==> src/rtl/bsg_mesh_router_age_input_buffer_pkg.sv <==
// Shared types and constants for the age-arbitrated mesh router input buffer.
//  BSG_MESH_AGE_TS_T(w) : macro expanding to a w-bit timestamp vector
//  age_input_els_gp     : buffer depth (fixed at 2)
//  age_count_next()     : occupancy update for one enqueue/dequeue cycle
`ifndef BSG_MESH_AGE_TS_T_MACRO
`define BSG_MESH_AGE_TS_T_MACRO
`define BSG_MESH_AGE_TS_T(ts_width_p) logic [ts_width_p-1:0]
`endif

package bsg_mesh_router_age_input_buffer_pkg;

  localparam int unsigned age_input_els_gp   = 2;
  localparam int unsigned age_ptr_width_gp   = 1;
  localparam int unsigned age_count_width_gp = 2;

  // Occupancy after one cycle; enq and deq together leave it unchanged.
  function automatic logic [age_count_width_gp-1:0] age_count_next(
    input logic [age_count_width_gp-1:0] count,
    input logic                          enq,
    input logic                          deq
  );
    return count + age_count_width_gp'(enq) - age_count_width_gp'(deq);
  endfunction

endpackage

==> src/rtl/bsg_mesh_router_age_input_buffer_if.sv <==
// Handshake bundle between upstream, the input buffer and the router.
//  valid_i/data_i/ts_i/ready_o : upstream enqueue side
//  valid_o/data_o/ts_o/yumi_i  : router dequeue side
//  slave  : the buffer's view;  master : the driver/consumer view
interface bsg_mesh_router_age_input_buffer_if #(
  parameter int width_p    = 8,
  parameter int ts_width_p = 8
);
  logic                  valid_i;
  logic [width_p-1:0]    data_i;
  logic [ts_width_p-1:0] ts_i;
  logic                  ready_o;
  logic                  valid_o;
  logic [width_p-1:0]    data_o;
  logic [ts_width_p-1:0] ts_o;
  logic                  yumi_i;

  modport slave (
    input  valid_i, data_i, ts_i, yumi_i,
    output ready_o, valid_o, data_o, ts_o
  );

  modport master (
    output valid_i, data_i, ts_i, yumi_i,
    input  ready_o, valid_o, data_o, ts_o
  );
endinterface

==> src/rtl/bsg_mesh_router_age_input_buffer_ts_counter.sv <==
// Free-running wrapping cycle counter used to age-stamp injected packets.
//  clk_i   : clock
//  reset_i : asynchronous active-high reset, clears the count to 0
//  count_o : current cycle count, wraps to 0 at 2^width_p
module bsg_age_ts_counter #(
  parameter int unsigned width_p = 8
) (
  input  logic               clk_i,
  input  logic               reset_i,
  output logic [width_p-1:0] count_o
);

  logic [width_p-1:0] count_q;
  logic [width_p-1:0] count_d;

  // Natural modulo wrap; downstream comparisons are modulo as well.
  assign count_d = count_q + width_p'(1);

  always_ff @(posedge clk_i or posedge reset_i) begin
    if (reset_i) count_q <= '0;
    else         count_q <= count_d;
  end

  assign count_o = count_q;

endmodule

==> src/rtl/bsg_mesh_router_age_input_buffer.sv <==
// Per-direction input stage of the age-arbitrated mesh router: a 2-entry FIFO of
// {data, ts}. With stamp_p=1 the ts is the local cycle count at enqueue (P port);
// with stamp_p=0 the arriving ts_i is carried through (link ports).
//  clk_i   : clock
//  reset_i : asynchronous active-high reset (control state only)
//  link    : slave modport -- valid_i/data_i/ts_i/ready_o upstream,
//            valid_o/data_o/ts_o/yumi_i toward the router
module bsg_mesh_router_age_input_buffer
  import bsg_mesh_router_age_input_buffer_pkg::*;
#(
  parameter int width_p    = 8,
  parameter int ts_width_p = 8,
  parameter int stamp_p    = 0,
  parameter int els_p      = 2
) (
  input  logic                               clk_i,
  input  logic                               reset_i,
  bsg_mesh_router_age_input_buffer_if.slave  link
);

  typedef `BSG_MESH_AGE_TS_T(ts_width_p) bsg_mesh_age_ts_t;

  if (els_p != int'(age_input_els_gp)) begin : g_bad_els
    $error("bsg_mesh_router_age_input_buffer: els_p must be 2");
  end

  logic [age_count_width_gp-1:0] count_q, count_d;
  logic [age_ptr_width_gp-1:0]   rd_ptr_q, rd_ptr_d;
  logic [age_ptr_width_gp-1:0]   wr_ptr_q, wr_ptr_d;
  logic                          valid_q, valid_d;
  logic                          ready_q, ready_d;

  logic [width_p-1:0]            data_mem_q [age_input_els_gp];
  bsg_mesh_age_ts_t              ts_mem_q   [age_input_els_gp];

  bsg_mesh_age_ts_t              ts_in_c;
  logic                          enq_c;
  logic                          deq_c;

  // Timestamp source: local cycle counter on the injection port, else upstream ts.
  if (stamp_p != 0) begin : g_stamp
    bsg_mesh_age_ts_t cycle_r;
    logic             unused_ts_c;

    bsg_age_ts_counter #(
      .width_p (ts_width_p)
    ) u_ts_counter (
      .clk_i   (clk_i),
      .reset_i (reset_i),
      .count_o (cycle_r)
    );

    assign ts_in_c     = cycle_r;
    assign unused_ts_c = ^link.ts_i;
  end else begin : g_pass
    assign ts_in_c = link.ts_i;
  end

  // ready/valid come from registers only, so accept never waits on yumi_i.
  // An illegal yumi_i on an empty buffer is masked so state stays put.
  assign enq_c = link.valid_i & ready_q;
  assign deq_c = link.yumi_i & valid_q;

  // Next control state.
  always_comb begin
    count_d  = age_count_next(count_q, enq_c, deq_c);
    rd_ptr_d = rd_ptr_q ^ age_ptr_width_gp'(deq_c);
    wr_ptr_d = wr_ptr_q ^ age_ptr_width_gp'(enq_c);
    valid_d  = (count_d != '0);
    ready_d  = (count_d != age_count_width_gp'(age_input_els_gp));
  end

  // Control state; reset discards every buffered packet.
  always_ff @(posedge clk_i or posedge reset_i) begin
    if (reset_i) begin
      count_q  <= '0;
      rd_ptr_q <= '0;
      wr_ptr_q <= '0;
      valid_q  <= 1'b0;
      ready_q  <= 1'b1;
    end else begin
      count_q  <= count_d;
      rd_ptr_q <= rd_ptr_d;
      wr_ptr_q <= wr_ptr_d;
      valid_q  <= valid_d;
      ready_q  <= ready_d;
    end
  end

  // Payload storage, deliberately not reset; data and ts share one index.
  always_ff @(posedge clk_i) begin
    if (enq_c) begin
      data_mem_q[wr_ptr_q] <= link.data_i;
      ts_mem_q[wr_ptr_q]   <= ts_in_c;
    end
  end

  assign link.valid_o = valid_q;
  assign link.ready_o = ready_q;
  assign link.data_o  = data_mem_q[rd_ptr_q];
  assign link.ts_o    = ts_mem_q[rd_ptr_q];

  // The router must only dequeue a valid head.
  a_yumi_needs_valid : assert property (
    @(posedge clk_i) disable iff (reset_i) !(link.yumi_i && !valid_q)
  ) else $error("yumi_i asserted while valid_o is low");

endmodule

==> src/flat_wrapper.sv <==
// flat-port wrapper written by rule: the top's interface ports become plain ports
module bsg_mesh_router_age_input_buffer_flat import bsg_mesh_router_age_input_buffer_pkg::*;
#(
  parameter int width_p    = 8,
  parameter int ts_width_p = 8,
  parameter int stamp_p    = 0,
  parameter int els_p      = 2
)
  (clk_i, reset_i, link_valid_i, link_data_i, link_ts_i, link_yumi_i, link_ready_o, link_valid_o, link_data_o, link_ts_o);
  bsg_mesh_router_age_input_buffer_if #(.width_p(width_p), .ts_width_p(ts_width_p)) link_i ();
  input  logic clk_i;
  input  logic reset_i;
  input wire logic [$bits(link_i.valid_i)-1:0] link_valid_i;
  input wire logic [$bits(link_i.data_i)-1:0] link_data_i;
  input wire logic [$bits(link_i.ts_i)-1:0] link_ts_i;
  input wire logic [$bits(link_i.yumi_i)-1:0] link_yumi_i;
  output wire logic [$bits(link_i.ready_o)-1:0] link_ready_o;
  output wire logic [$bits(link_i.valid_o)-1:0] link_valid_o;
  output wire logic [$bits(link_i.data_o)-1:0] link_data_o;
  output wire logic [$bits(link_i.ts_o)-1:0] link_ts_o;
  assign link_i.valid_i = link_valid_i;
  assign link_i.data_i = link_data_i;
  assign link_i.ts_i = link_ts_i;
  assign link_i.yumi_i = link_yumi_i;
  assign link_ready_o = link_i.ready_o;
  assign link_valid_o = link_i.valid_o;
  assign link_data_o = link_i.data_o;
  assign link_ts_o = link_i.ts_o;
  bsg_mesh_router_age_input_buffer #(.width_p(width_p), .ts_width_p(ts_width_p), .stamp_p(stamp_p), .els_p(els_p)) u_core (.clk_i(clk_i), .reset_i(reset_i), .link(link_i));
endmodule
==> config.mk <==
export PLATFORM = sky130hd
export DESIGN_NAME = bsg_mesh_router_age_input_buffer_flat
export DESIGN_NICKNAME = d
export VERILOG_FILES = /design/src/rtl/bsg_mesh_router_age_input_buffer_pkg.sv /design/src/rtl/bsg_mesh_router_age_input_buffer_if.sv /design/src/rtl/bsg_mesh_router_age_input_buffer_ts_counter.sv /design/src/rtl/bsg_mesh_router_age_input_buffer.sv /design/src/flat_wrapper.sv
export SDC_FILE = /design/constraint.sdc
export NUM_CORES = 1
export LEC_CHECK = 0
export BUFFER_PORTS_ARGS = -buffer_cell sky130_fd_sc_hd__clkbuf_2
export CAP_MARGIN = 30
export CORE_AREA = 2 2 64 66
export CTS_BUF_LIST = sky130_fd_sc_hd__clkbuf_2
export DETAILED_ROUTE_END_ITERATION = 12
export DIE_AREA = 0 0 66 68
export PLACE_DENSITY = 0.62
export SLEW_MARGIN = 30
export SYNTH_ARGS = -nofsm -noshare
export SYNTH_HDL_FRONTEND = slang
export SYNTH_SLANG_ARGS = --single-unit
==> constraint.sdc <==
create_clock -name clk_i -period 1.5 [get_ports clk_i]
set_clock_uncertainty 0.2 [all_clocks]
set_input_delay 0.075 -clock clk_i [delete_from_list [all_inputs] [get_ports clk_i]]
set_output_delay 0.075 -clock clk_i [all_outputs]
set_load 0.02 [all_outputs]
* Word-level counts from Yosys, hierarchy flattened
Memory sizes are Yosys's and may differ from the RTL's. Index checks and enable logic that the tools add are counted.
Word-level totals: bits in registers 6, memory bits (writable) 32, input port bits 20, output and inout port bits 18, logic and storage cells 17, memories 2
Memory list:
- u_core.data_mem_q | depth 2, width 8, read ports 1, clocked after Yosys merged registers in 0, write ports 1, line bsg_mesh_router_age_input_buffer.sv:33 | logic [width_p-1:0] data_mem_q [age_input_els_gp];
- u_core.ts_mem_q | depth 2, width 8, read ports 1, clocked after Yosys merged registers in 0, write ports 1, line bsg_mesh_router_age_input_buffer.sv:34 | bsg_mesh_age_ts_t ts_mem_q [age_input_els_gp];
Cells by class: add/sub/neg operators 2, eq/ne operators 1, mux-type cells 2, bitwise operators 4, reductions and logical operators 1
Operators with widths (number):
- adder 2 x 1 -> 2 bit | 1
- bitwise AND 1 bit | 2
- two-way mux 1 bit | 2
- != test 2 bit, second input constant | 1
- nonzero test 2 bit | 1
- subtractor 2 x 1 -> 2 bit | 1
- bitwise XOR 1 bit | 2

* Depth between registers and ports, before layout
Gate-level depths: netlist (run 1).
depth after elaboration 4, gate-level depth with buffers 6, gate-level depth less buffers 6

* Worst setup path after synthesis (run 1)
OpenSTA, ideal clock, no wires.
path type register -> register, start point register u_core.ready_q, in the netlist u_core.link.ready_o, end point memory u_core.data_mem_q[1][0] (enable), library setup time 0.374 ns, arrival time 1.231 ns, data required time 0.926 ns, path slack -0.305 ns, cell stages (with the launch flop) 3, path buffers 0, clock period less this slack 1.805 ns, cell sequence dfstp_2 and2_1 ha_1
On the way: word-level cells in the longest chain between the ends 3
Ends and longest elaborated chain:
- from (decl) | line bsg_mesh_router_age_input_buffer.sv:31 | logic ready_q, ready_d;
- from (signal assigned) | line bsg_mesh_router_age_input_buffer.sv:86 | ready_q <= ready_d;
- bitwise AND 1 bit | line bsg_mesh_router_age_input_buffer.sv:61 | assign enq_c = link.valid_i & ready_q;
- two-way mux 1 bit | line bsg_mesh_router_age_input_buffer.sv:92 | if (enq_c) begin
- two-way mux 1 bit (implied by the code) | line bsg_mesh_router_age_input_buffer.sv:93 | data_mem_q[wr_ptr_q] <= link.data_i;
- to (decl) | line bsg_mesh_router_age_input_buffer.sv:33
Every way passes these cells.

* Final worst setup path (run 1)
start point register u_core.rd_ptr_q, end point output link_data_o[1]
On the way: word-level cells in the longest chain between the ends 1
Ends and longest elaborated chain:
- from (decl) | line bsg_mesh_router_age_input_buffer.sv:28 | logic [age_ptr_width_gp-1:0] rd_ptr_q, rd_ptr_d;
- from (signal assigned) | line bsg_mesh_router_age_input_buffer.sv:83 | rd_ptr_q <= rd_ptr_d;
- memory (2 x 8 bit)
- to (decl) | line flat_wrapper.sv:19 | output wire logic [$bits(link_i.data_o)-1:0] link_data_o;
Every way passes these cells.

==> impl_summary.log, run 1 <==
[metrics] footprint of the multi-input gates: 371.6 sq um
[metrics] category of cells accounting for the largest share of critical-path delay: flip-flops
[metrics] met3 usage: 6.414%
[metrics] Synth Cell Area: 1444 sq um
[metrics] biggest area contributors in the synthesized netlist: sky130_fd_sc_hd__edfxtp_1, sky130_fd_sc_hd__mux2_2, sky130_fd_sc_hd__dfrtp_1
[metrics] proportion of power drawn by combinational gates: 49.5%
[metrics] sum of internal, switching and leakage power: 3.879 mW
[metrics] share of the yosys chip area belonging to registers: 77.04%
[metrics] crit path DAT: 1460 ps
[metrics] crit path kind: reg2out
[metrics] Power Internal: 2.651 mW
[metrics] sum of buffers and inverters on the critical path: 2
[metrics] Initial DRC Count: 10
[metrics] power density relative to cell area: 1762 nW/um^2
[metrics] half-perimeter wire length of the detailed placement result: 1.592 mm
[metrics] residual overflow from global routing: 0
[metrics] headroom to the max-slew limit: 84.22%
[metrics] fraction of met2 tracks used by global routing: 20.45%
[metrics] final net count: 165
[metrics] min-delay worst type: in2reg
[metrics] slack of the critical path: -237.3 ps
[metrics] largest net degree at the start of global routing: 17
[metrics] portion of synthesized cell area occupied by the leading cell type: 66.55%
[metrics] clock share of power: 10.5%
[metrics] largest stage delay on the critical path: 480 ps
[metrics] # setup viols final: 45
[metrics] clock latency reported for the late side of the worst-skew pair: 360 ps
[metrics] vias per inst: 4.393
[metrics] PortBufs: 37
[metrics] global placement routability congestion: 0.6087
[metrics] root buffer cell: sky130_fd_sc_hd__clkbuf_2
[metrics] most used standard cell by instance count after synthesis: sky130_fd_sc_hd__edfxtp_1
[metrics] capturing element type of the critical path: primary output
[metrics] # rows: 23
[metrics] CORE AREA: 3856 sq um
[metrics] CP Max Fanout: 8
[metrics] timing-limited maximum frequency: 575.6 MHz
[metrics] cell type with the highest aggregate area in the netlist: sky130_fd_sc_hd__edfxtp_1
[metrics] Initial Util: 37.44%
[metrics] sequential cell area: 1115 sq um
[metrics] First-pass DRT Iterations: 4
[metrics] clock tree from TritonCTS: yes
[metrics] Clk pin slew, worst setup/hold paths: 160 ps
[metrics] time the final worst path needs with I/O delays and setup: 1737 ps
[metrics] transition time at the pin with the least slew margin: 236.4 ps
[metrics] drt total wl: 2.536 mm
[metrics] vias in the first global route: 801
[metrics] failing checks: negative hold slack, negative setup slack
[metrics] sequential fraction of design power: 40.0%
[metrics] Hold Buf Count CTS: 19
[metrics] Gate Count Post-Synth: 72
[metrics] initial antenna violation count: 0
[metrics] Post-Place Cell Area: 1758 sq um
[metrics] global-route wire length before repair: 3.456 mm
[metrics] max-capacitance violation count: 0
[metrics] Final period util: 115.8%
[metrics] routed vias: 839
[metrics] Crit-path slowest cell: sky130_fd_sc_hd__dfrtp_2
[metrics] Antenna diodes: 0
[metrics] unrepaired setup endpoints after global routing: true
[metrics] number of buffers created by CTS: 5
[metrics] final non-filler cell area: 2201 sq um
[metrics] worst IR drop on VDD: 0.0009401 V
[metrics] antenna viol nets, final: 0
[metrics] width of the chip: 66 um
[metrics] DIE AREA: 4488 sq um
[metrics] Top Ports: 38
[metrics] fillcell total: 298
[metrics] YS warnings: 0
[metrics] # DRC: 0
[metrics] detail-routed net length per standard cell: 13.28 um
[metrics] cells along the critical path: clkbuf_16 -> mux2_4 -> buf_6
[metrics] most common library cells after synthesis: sky130_fd_sc_hd__edfxtp_1, sky130_fd_sc_hd__mux2_2, sky130_fd_sc_hd__inv_1
[metrics] Critical Path Source Type: flip-flop
[metrics] post-synthesis cell type count: 12
[metrics] Pins Over Slew Limit: 0
[metrics] result of the run: finished, violations left
[metrics] Final Hold Fails: 1
[metrics] global routing met1 resource utilization: 10.70%
[metrics] growth of design area from synthesis to finish: 52.43%
[metrics] CP required: 1220 ps
[metrics] number of nets produced by synthesis: 96
[metrics] Sw Share: 31.65%
[metrics] static leakage: 0.9078 nW
[metrics] Synth Area per Inst: 20.05 sq um
[metrics] clock buffer depth: 2
[metrics] clock sinks: 38
[metrics] ratio of cells with drive above 1 in the final layout: 55.32%
[metrics] flip-flop and latch count after synthesis: 38
[metrics] gr busiest metal: met2
[metrics] share of synthesized registers carrying an async set or reset: 15.79%
[metrics] worst hold slack after final layout: -96.12 ps
[metrics] net switching component of the power: 1.228 mW
[metrics] number of synthesized flops with an enable pin: 32
[metrics] chip height: 68 um
[metrics] Main synth FF type: sky130_fd_sc_hd__edfxtp_1
[metrics] htree depth: 2
[metrics] total routing resource utilization after global routing: 11.48%
power groups by stage:
stage / clock, mW / combinational (mW) / sequential, mW
floorplan: 0 / 0.989 / 1.56
global placement: 0 / 1.34 / 1.54
detailed placement: 0 / 1.40 / 1.56
CTS: 0.431 / 1.56 / 1.54
global route: 0.491 / 2.06 / 1.57
finish: 0.409 / 1.92 / 1.55
layout by cell type, fill, tap and decap left out, types with 3 or more instances in the layout:
master,n
sky130_fd_sc_hd__buf_8,3
sky130_fd_sc_hd__mux2_2,8
sky130_fd_sc_hd__inv_1,5
sky130_fd_sc_hd__dfrtp_1,3
sky130_fd_sc_hd__mux2_4,8
sky130_fd_sc_hd__ha_4,4
sky130_fd_sc_hd__buf_6,15
sky130_fd_sc_hd__edfxtp_1,32
sky130_fd_sc_hd__clkbuf_2,28
sky130_fd_sc_hd__dlygate4sd3_1,19
cell families (layout without fill, tap and decap cells):
logic type,after synthesis,after routing,synth area share [%]
XOR/XNOR,2,2,2.166
AND/OR/NAND/NOR,4,4,1.734
flip-flops,38,38,77.04
multiplexers,16,16,12.48
buffers and inverters,8,77,3.119
adder cells (fa/ha/maj),4,4,3.466
area by class of cell:
cell class / instances / share of cell area (%)
sequential: 38 / 50.65
tap: 50 / 2.843
inverter: 6 / 1.023
timing repair buffer: 64 / 27.00
multi-input combinational: 26 / 16.88
clock buffer: 7 / 1.592
path summary, 6_finish.rpt:
check | slack (ps) | end | cells past startpoint | from
worst max-delay path | -240 | link_data_o[1] | 3 | u_core.rd_ptr_q$_DFF_PP0_
worst min-delay path | -100 | u_core.rd_ptr_q$_DFF_PP0_ | 4 | link_yumi_i
worst max register to register | -180 | u_core.link.ready_o$_DFF_PP1_ | 6 | u_core.link.valid_o$_DFF_PP0_
worst min register to register | 450 | u_core.rd_ptr_q$_DFF_PP0_ | 2 | u_core.rd_ptr_q$_DFF_PP0_
max in group asynchronous | 370 | u_core.link.ready_o$_DFF_PP1_ | 4 | reset_i
min in group asynchronous | 480 | u_core.count_q[0]$_DFF_PP0_ | 4 | reset_i
flip-flops by register name (all words and copies together), names as in the netlist:
register             flops
u_core.count_q           2
u_core.data_mem_q       16
u_core.link.ready_o      1
u_core.link.valid_o      1
u_core.rd_ptr_q          1
u_core.ts_mem_q         16
u_core.wr_ptr_q          1
metal layers:
metal,part of all wire [%],vias up
met5,0,-
met4,0.67,0
met3,6.2,2
met2,55,26
met1,38,409
li1,-,402
stage by stage:
step / setup WS, ps / util, % / TNS [ps] / hold WS (ps) / std cells
floorplan: -194.3 / - / -3002 / -334.8 / 72
global placement: -132.9 / 45.59 / -1164 / -229.3 / 161
detailed placement: -183.7 / 45.59 / -1713 / -207.3 / 161
CTS: -271.2 / 53.08 / -5127 / -121.3 / 190
global route: -341.3 / 57.07 / -6605 / -149.1 / 191
finish: -237.3 / 57.07 / -4031 / -96.12 / 191
repair_timing:
action / in CTS / in global routing
hold endpoints to repair: 41 / 1
setup buffers: 3 / 0
pin swaps: 2 / 1
cloned: 0 / 1
setup endpoints to repair: 51 / 51
resized for setup: 6 / 56
tightest hold or removal path: cells and delay by family:
kind	cells	cell delay, ps
buffers and inverters	2	180
xor gates and xnor gates	1	50
and+or+nand+nor	1	150
No activity file was read; power rests on OpenSTA's default activity.
==> run 2: changes to the inputs <==
--- a/config.mk
+++ b/config.mk
@@ -12,6 +12,7 @@
 export DETAILED_ROUTE_END_ITERATION = 12
 export DIE_AREA = 0 0 66 68
 export PLACE_DENSITY = 0.62
+export SETUP_SLACK_MARGIN = 0.1
 export SLEW_MARGIN = 30
 export SYNTH_ARGS = -nofsm -noshare
 export SYNTH_HDL_FRONTEND = slang
==> run 2 against run 1 <==
  * Critical endpoint unchanged
  * Flip-flop and latch count did not move
  * The run still ends with negative hold slack, negative setup slack left
  * Utilization rose by 0.16 points
  * Via count rose by 0.60%
  * Total power rose by 0.38%
  * Design area rose by 0.28%
==> impl_summary.log, run 2 (synthesis results as in run 1) <==
[metrics] result of the run: finished, violations left (unchanged)
[metrics] failing checks: negative hold slack, negative setup slack (unchanged)
[metrics] Pins Over Slew Limit: 0 (unchanged)
[metrics] headroom to the max-slew limit: 84.12% (was 84.22%)
[metrics] static leakage: 0.9099 nW (was 0.9078 nW)
[metrics] number of buffers created by CTS: 5 (unchanged)
[metrics] fillcell total: 297 (was 298)
[metrics] Hold Buf Count CTS: 19 (unchanged)
[metrics] capturing element type of the critical path: primary output (unchanged)
[metrics] chip height: 68 um (unchanged)
[metrics] time the final worst path needs with I/O delays and setup: 1734 ps (was 1737 ps)
[metrics] Clk pin slew, worst setup/hold paths: 160 ps (about the same)
[metrics] # rows: 23 (unchanged)
[metrics] CP required: 1220 ps (about the same)
[metrics] ratio of cells with drive above 1 in the final layout: 55.32% (unchanged)
[metrics] detail-routed net length per standard cell: 13.25 um (was 13.28 um)
[metrics] final net count: 165 (unchanged)
[metrics] CORE AREA: 3856 sq um (unchanged)
[metrics] antenna viol nets, final: 0 (unchanged)
[metrics] worst IR drop on VDD: 0.0008924 V (was 0.0009401 V)
[metrics] htree depth: 2 (unchanged)
[metrics] Antenna diodes: 0 (unchanged)
[metrics] clock tree from TritonCTS: yes (unchanged)
[metrics] power density relative to cell area: 1764 nW/um^2 (was 1762 nW/um^2)
[metrics] sequential cell area: 1115 sq um (unchanged)
[metrics] width of the chip: 66 um (unchanged)
[metrics] Hold Path Stages: 4 (unchanged)
[metrics] routed vias: 844 (was 839)
[metrics] # setup viols final: 51 (was 45)
[metrics] clock buffer depth: 2 (unchanged)
[metrics] clock sinks: 38 (unchanged)
[metrics] initial antenna violation count: 0 (unchanged)
[metrics] total routing resource utilization after global routing: 11.48% (unchanged)
[metrics] half-perimeter wire length of the detailed placement result: 1.592 mm (unchanged)
[metrics] footprint of the multi-input gates: 371.6 sq um (unchanged)
[metrics] largest net degree at the start of global routing: 17 (unchanged)
[metrics] Initial DRC Count: 14 (was 10)
[metrics] CP Max Fanout: 8 (unchanged)
[metrics] most common cell after layout, fill and taps aside: sky130_fd_sc_hd__edfxtp_1 (unchanged)
[metrics] Top Ports: 38 (unchanged)
[metrics] min-delay worst type: in2reg (unchanged)
[metrics] residual overflow from global routing: 0 (unchanged)
[metrics] crit path kind: reg2out (unchanged)
[metrics] growth of design area from synthesis to finish: 52.86% (was 52.43%)
[metrics] transition time at the pin with the least slew margin: 238.0 ps (was 236.4 ps)
[metrics] timing-limited maximum frequency: 576.5 MHz (was 575.6 MHz)
[metrics] clock latency reported for the late side of the worst-skew pair: 360 ps (about the same)
[metrics] Initial Util: 37.44% (unchanged)
[metrics] final non-filler cell area: 2207 sq um (was 2201 sq um)
[metrics] root buffer cell: sky130_fd_sc_hd__clkbuf_2 (unchanged)
[metrics] global-route wire length before repair: 3.456 mm (unchanged)
[metrics] DIE AREA: 4488 sq um (unchanged)
[metrics] vias per inst: 4.419 (was 4.393)
[metrics] Sum Neg Setup Slack: -4344 ps (was -4031 ps)
[metrics] PortBufs: 37 (unchanged)
[metrics] drt total wl: 2.531 mm (was 2.536 mm)
[metrics] utilization after layout: 57.24% (was 57.07%)
[metrics] First-pass DRT Iterations: 4 (unchanged)
[metrics] slack of the critical path: -234.5 ps (was -237.3 ps)
[metrics] Critical Path Source Type: flip-flop (unchanged)
[metrics] unrepaired setup endpoints after global routing: true (unchanged)
[metrics] registers with the most flip-flops: u_core.data_mem_q: 16 flops, u_core.ts_mem_q: 16 flops, u_core.count_q: 2 flops (unchanged)
[metrics] worst hold slack after final layout: -94.19 ps (was -96.12 ps)
[metrics] commonest cells after routing, fill and taps aside: sky130_fd_sc_hd__edfxtp_1, sky130_fd_sc_hd__clkbuf_2, sky130_fd_sc_hd__dlygate4sd3_1 (unchanged)
[metrics] count of placed standard cells in the final layout, fillers left out: 191 (unchanged)
[metrics] number of instances in the placed design: 161 (unchanged)
[metrics] Worst R2R Path Depth: 6 (unchanged)
[metrics] global placement routability congestion: 0.6087 (unchanged)
[metrics] max-capacitance violation count: 0 (unchanged)
[metrics] vias in the first global route: 801 (unchanged)
[metrics] DP Worst Slack: -183.7 ps (unchanged)
[metrics] Final period util: 115.6% (was 115.8%)
[metrics] crit path DAT: 1460 ps (about the same)
[metrics] Post-Place Cell Area: 1758 sq um (unchanged)
[metrics] Final Hold Fails: 1 (unchanged)
[metrics] # DRC: 0 (unchanged)
[metrics] sum of internal, switching and leakage power: 3.894 mW (was 3.879 mW)
run 2: changes by cell type in the layout (fill, tap and decap cells not counted), sizes merged:
| cell | before | now |
|---|---|---|
| buf | 23 | 24 |
| clkbuf | 29 | 28 |
run 2: critical path, cell delays in order (launching register included):
cell and delay (ps):
sky130_fd_sc_hd__dfrtp_2 480, sky130_fd_sc_hd__clkbuf_16 190, sky130_fd_sc_hd__mux2_4 300, sky130_fd_sc_hd__buf_6 130
run 2: worst paths after layout:
| path | slack [ps] | to | from |
|---|---|---|---|
| max | -230 | link_data_o[1] | u_core.rd_ptr_q$_DFF_PP0_ |
| min in group asynchronous | 480 | u_core.count_q[0]$_DFF_PP0_ | reset_i |
| min reg2reg | 450 | u_core.rd_ptr_q$_DFF_PP0_ | u_core.rd_ptr_q$_DFF_PP0_ |
| min | -90 | u_core.rd_ptr_q$_DFF_PP0_ | link_yumi_i |
| max in group asynchronous | 360 | u_core.link.ready_o$_DFF_PP1_ | reset_i |
| max reg2reg | -190 | u_core.link.ready_o$_DFF_PP1_ | u_core.link.valid_o$_DFF_PP0_ |
run 2: metal layers:
layer / global-route usage, % / part of all wire (%) / wire length (um)
met5: 0 / 0 / 0
met4: 5.357 / 0.67 / 17
met3: 6.414 / 6.3 / 160
met2: 20.45 / 56 / 1409
met1: 10.70 / 37 / 943
run 2: area by class of cell:
type | instances | area share (%)
clock buffers | 7 | 1.587
multi-input cells | 26 | 16.84
flip-flops and latches | 38 | 50.51
repair buffers | 64 | 27.21
inverters | 6 | 1.020
well taps | 50 | 2.834
run 2: timing repair:
item	4_1_cts	5_1_grt
pin swaps	2	1
gates resized for setup	6	59
endpoints found under the setup margin	51	53
buffers inserted	3	0
gates cloned	0	1
hold endpoints to repair	41	1
run 2: where the power goes:
group	total, mW	internal [mW]	switching [mW]	leakage [nW]
registers	1.55	1.45	0.102	0.363
logic	1.93	1.09	0.842	0.518
clock network	0.408	0.122	0.286	0.0291
total	3.89	2.66	1.23	0.910
==> run 3: changes to the inputs <==
--- a/config.mk
+++ b/config.mk
@@ -7,11 +7,11 @@
 export LEC_CHECK = 0
 export BUFFER_PORTS_ARGS = -buffer_cell sky130_fd_sc_hd__clkbuf_2
 export CAP_MARGIN = 30
-export CORE_AREA = 2 2 64 66
+export CORE_AREA = 2 2 58 74
 export CTS_BUF_LIST = sky130_fd_sc_hd__clkbuf_2
 export DETAILED_ROUTE_END_ITERATION = 12
-export DIE_AREA = 0 0 66 68
-export PLACE_DENSITY = 0.62
+export DIE_AREA = 0 0 60 76
+export PLACE_DENSITY = 0.59
 export SETUP_SLACK_MARGIN = 0.1
 export SLEW_MARGIN = 30
 export SYNTH_ARGS = -nofsm -noshare
==> constraint.sdc (replaced) <==
create_clock -name clk_i -period 1.9 [get_ports clk_i]
set_clock_uncertainty 0.2 [all_clocks]
set_input_delay 0.095 -clock clk_i [delete_from_list [all_inputs] [get_ports clk_i]]
set_output_delay 0.095 -clock clk_i [all_outputs]
set_load 0.02 [all_outputs]
==> run 3 against run 2 <==
  * The run now ends clean
  * Design area decreased by 2.2%
  * Setup slack better by 390 ps
  * First-iteration DRC count shrank 14%
  * Die area is 1.6% higher
  * Sequential power is 21% lower
  * Largest cell class unchanged
  * Highest routed layer unchanged
==> impl_summary.log, run 3 (synthesis results as in run 1) <==
[metrics] result of the run: finished, final reports clean (was finished, violations left)
[metrics] global-route wire length before repair: 3.726 mm (was 3.456 mm)
[metrics] total routing resource utilization after global routing: 11.32% (was 11.48%)
[metrics] final non-filler cell area: 2160 sq um (was 2207 sq um)
[metrics] headroom to the max-slew limit: 84.90% (was 84.12%)
[metrics] number of buffers created by CTS: 5 (unchanged)
[metrics] # rows: 26 (was 23)
[metrics] htree depth: 2 (unchanged)
[metrics] min-delay worst type: in2reg (unchanged)
[metrics] Initial Util: 36.68% (was 37.44%)
[metrics] footprint of the multi-input gates: 344.1 sq um (was 371.6 sq um)
[metrics] Critical Path Source Type: flip-flop (unchanged)
[metrics] registers with the most flip-flops: u_core.data_mem_q: 16 flops, u_core.ts_mem_q: 16 flops, u_core.count_q: 2 flops (unchanged)
[metrics] chip height: 76 um (was 68 um)
[metrics] Clk pin slew, worst setup/hold paths: 160 ps (about the same)
[metrics] root buffer cell: sky130_fd_sc_hd__clkbuf_2 (unchanged)
[metrics] Top Ports: 38 (unchanged)
[metrics] drt total wl: 2.624 mm (was 2.531 mm)
[metrics] First-pass DRT Iterations: 2 (was 4)
[metrics] transition time at the pin with the least slew margin: 226.3 ps (was 238.0 ps)
[metrics] clock buffer depth: 2 (unchanged)
[metrics] commonest cells after routing, fill and taps aside: sky130_fd_sc_hd__edfxtp_1, sky130_fd_sc_hd__clkbuf_2, sky130_fd_sc_hd__dlygate4sd3_1 (unchanged)
[metrics] final net count: 166 (was 165)
[metrics] fraction of met2 tracks used by global routing: 19.57% (was 20.45%)
[metrics] most common cell after layout, fill and taps aside: sky130_fd_sc_hd__edfxtp_1 (unchanged)
[metrics] width of the chip: 60 um (was 66 um)
[metrics] detail-routed net length per standard cell: 13.19 um (was 13.25 um)
[metrics] crit path kind: reg2out (unchanged)
[metrics] Crit-path slowest cell: sky130_fd_sc_hd__dfrtp_2 (unchanged)
[metrics] Initial DRC Count: 12 (was 14)
[metrics] DIE AREA: 4560 sq um (was 4488 sq um)
[metrics] routed vias: 843 (was 844)
[metrics] PortBufs: 37 (unchanged)
[metrics] ratio of cells with drive above 1 in the final layout: 52.45% (was 55.32%)
[metrics] global routing met1 resource utilization: 11.39% (was 10.70%)
[metrics] static leakage: 0.9053 nW (was 0.9099 nW)
[metrics] met3 usage: 4.924% (was 6.414%)
[metrics] largest net degree at the start of global routing: 17 (unchanged)
[metrics] largest stage delay on the critical path: 480 ps (about the same)
[metrics] growth of design area from synthesis to finish: 49.57% (was 52.86%)
[metrics] max-capacitance violation count: 0 (unchanged)
[metrics] time the final worst path needs with I/O delays and setup: 1745 ps
[metrics] # DRC: 0 (unchanged)
[metrics] vias in the first global route: 852 (was 801)
[metrics] clock latency reported for the late side of the worst-skew pair: 350 ps (was 360 ps)
[metrics] DP Worst Slack: 144.4 ps (was -183.7 ps)
[metrics] unrepaired setup endpoints after global routing: true (unchanged)
[metrics] timing-limited maximum frequency: 573.0 MHz
[metrics] initial antenna violation count: 0 (unchanged)
[metrics] gr busiest metal: met2 (unchanged)
[metrics] CP Max Fanout: 8 (unchanged)
[metrics] Pins Over Slew Limit: 0 (unchanged)
[metrics] Final period util: 91.85%
[metrics] CORE AREA: 3936 sq um (was 3856 sq um)
[metrics] clock tree from TritonCTS: yes (unchanged)
[metrics] clock sinks: 38 (unchanged)
[metrics] # setup viols final: 0 (was 51)
[metrics] fillcell total: 332 (was 297)
[metrics] antenna viol nets, final: 0 (unchanged)
[metrics] crit path DAT: 1450 ps (was 1460 ps)
[metrics] Antenna diodes: 0 (unchanged)
[metrics] CP required: 1600 ps (was 1220 ps)
[metrics] Final Hold Fails: 0 (was 1)
[metrics] cells along the critical path: clkbuf_16 -> mux2_4 -> buf_6 (unchanged)
[metrics] slack of the critical path: 154.8 ps (was -234.5 ps)
[metrics] power density relative to cell area: 1387 nW/um^2 (was 1764 nW/um^2)
[metrics] capturing element type of the critical path: primary output (unchanged)
[metrics] half-perimeter wire length of the detailed placement result: 1.678 mm (was 1.592 mm)
[metrics] Post-Place Cell Area: 1714 sq um (was 1758 sq um)
[metrics] residual overflow from global routing: 0 (unchanged)
[metrics] global placement routability congestion: 0.5920 (was 0.6087)
[metrics] Sum Neg Setup Slack: 0 ps (was -4344 ps)
[metrics] vias per inst: 4.236 (was 4.419)
[metrics] worst IR drop on VDD: 0.0007188 V (was 0.0008924 V)
[metrics] sequential cell area: 1114 sq um (was 1115 sq um)
-- run 3: cell types whose count changed in the layout (fill, tap and decap cells not counted), sizes merged --
cell         delta
clkbuf          +3
buf             -2
dlygate4sd3     +1
-- run 3: cell type report --
cell class	instances	share of cell area [%]
timing repair buffer	65	26.36
sequential	38	51.56
inverter	6	1.043
clock buffer	8	1.854
tap	56	3.244
multi-input combinational	26	15.93
-- run 3: report_power, final --
group | leakage, nW | internal, mW | switching [mW]
clock | 0.0332 | 0.109 | 0.225
combinational | 0.508 | 0.789 | 0.652
sequential | 0.364 | 1.14 | 0.0768
total | 0.905 | 2.04 | 0.954
-- run 3: per-layer routing --
layer	wire length, um	vias to the layer above
met5	0	-
met4	39	0
met3	84	4
met2	1481	17
met1	1018	420
li1	-	402
-- run 3: final timing paths --
path,startpoint,endpoint,slack (ps),cells after the start
worst max-delay path,u_core.rd_ptr_q$_DFF_PP0_,link_data_o[7],150,3
worst min-delay path,link_ts_i[4],u_core.ts_mem_q[0][4]$_DFFE_PP_,260,2
worst max register to register,u_core.link.valid_o$_DFF_PP0_,u_core.link.ready_o$_DFF_PP1_,180,6
worst min register to register,u_core.link.valid_o$_DFF_PP0_,u_core.rd_ptr_q$_DFF_PP0_,420,2
max in group asynchronous,reset_i,u_core.link.ready_o$_DFF_PP1_,740,4
min in group asynchronous,reset_i,u_core.wr_ptr_q$_DFF_PP0_,510,4
-- run 3: repair_timing --
action	in CTS	in global routing
gates resized for setup	2	60
gates cloned	0	1
pin swaps	0	3
endpoints found under the setup margin	16	17
hold buffers	20	0
hold endpoints to repair	41	0
setup buffers	1	1
-- run 3: metrics by stage --
stage	hold slack (ps)	utilization (%)	power [mW]	std cells
6_report	261.3	54.86	2.996	199
5_1_grt	216.6	54.86	3.176	199
3_3_place_gp	-210.6	43.55	2.178	168
2_1_floorplan	-314.8	-	1.937	72
4_1_cts	231.0	50.03	2.631	197
3_5_place_dp	-198.9	43.55	2.224	168
-- run 3: worst max-delay path, delay by kind of cell (launching register included) --
| kind | cells | cell delay, ps |
|---|---|---|
| buffers and inverters | 2 | 320 |
| flip-flops | 1 | 480 |
| multiplexers | 1 | 300 |
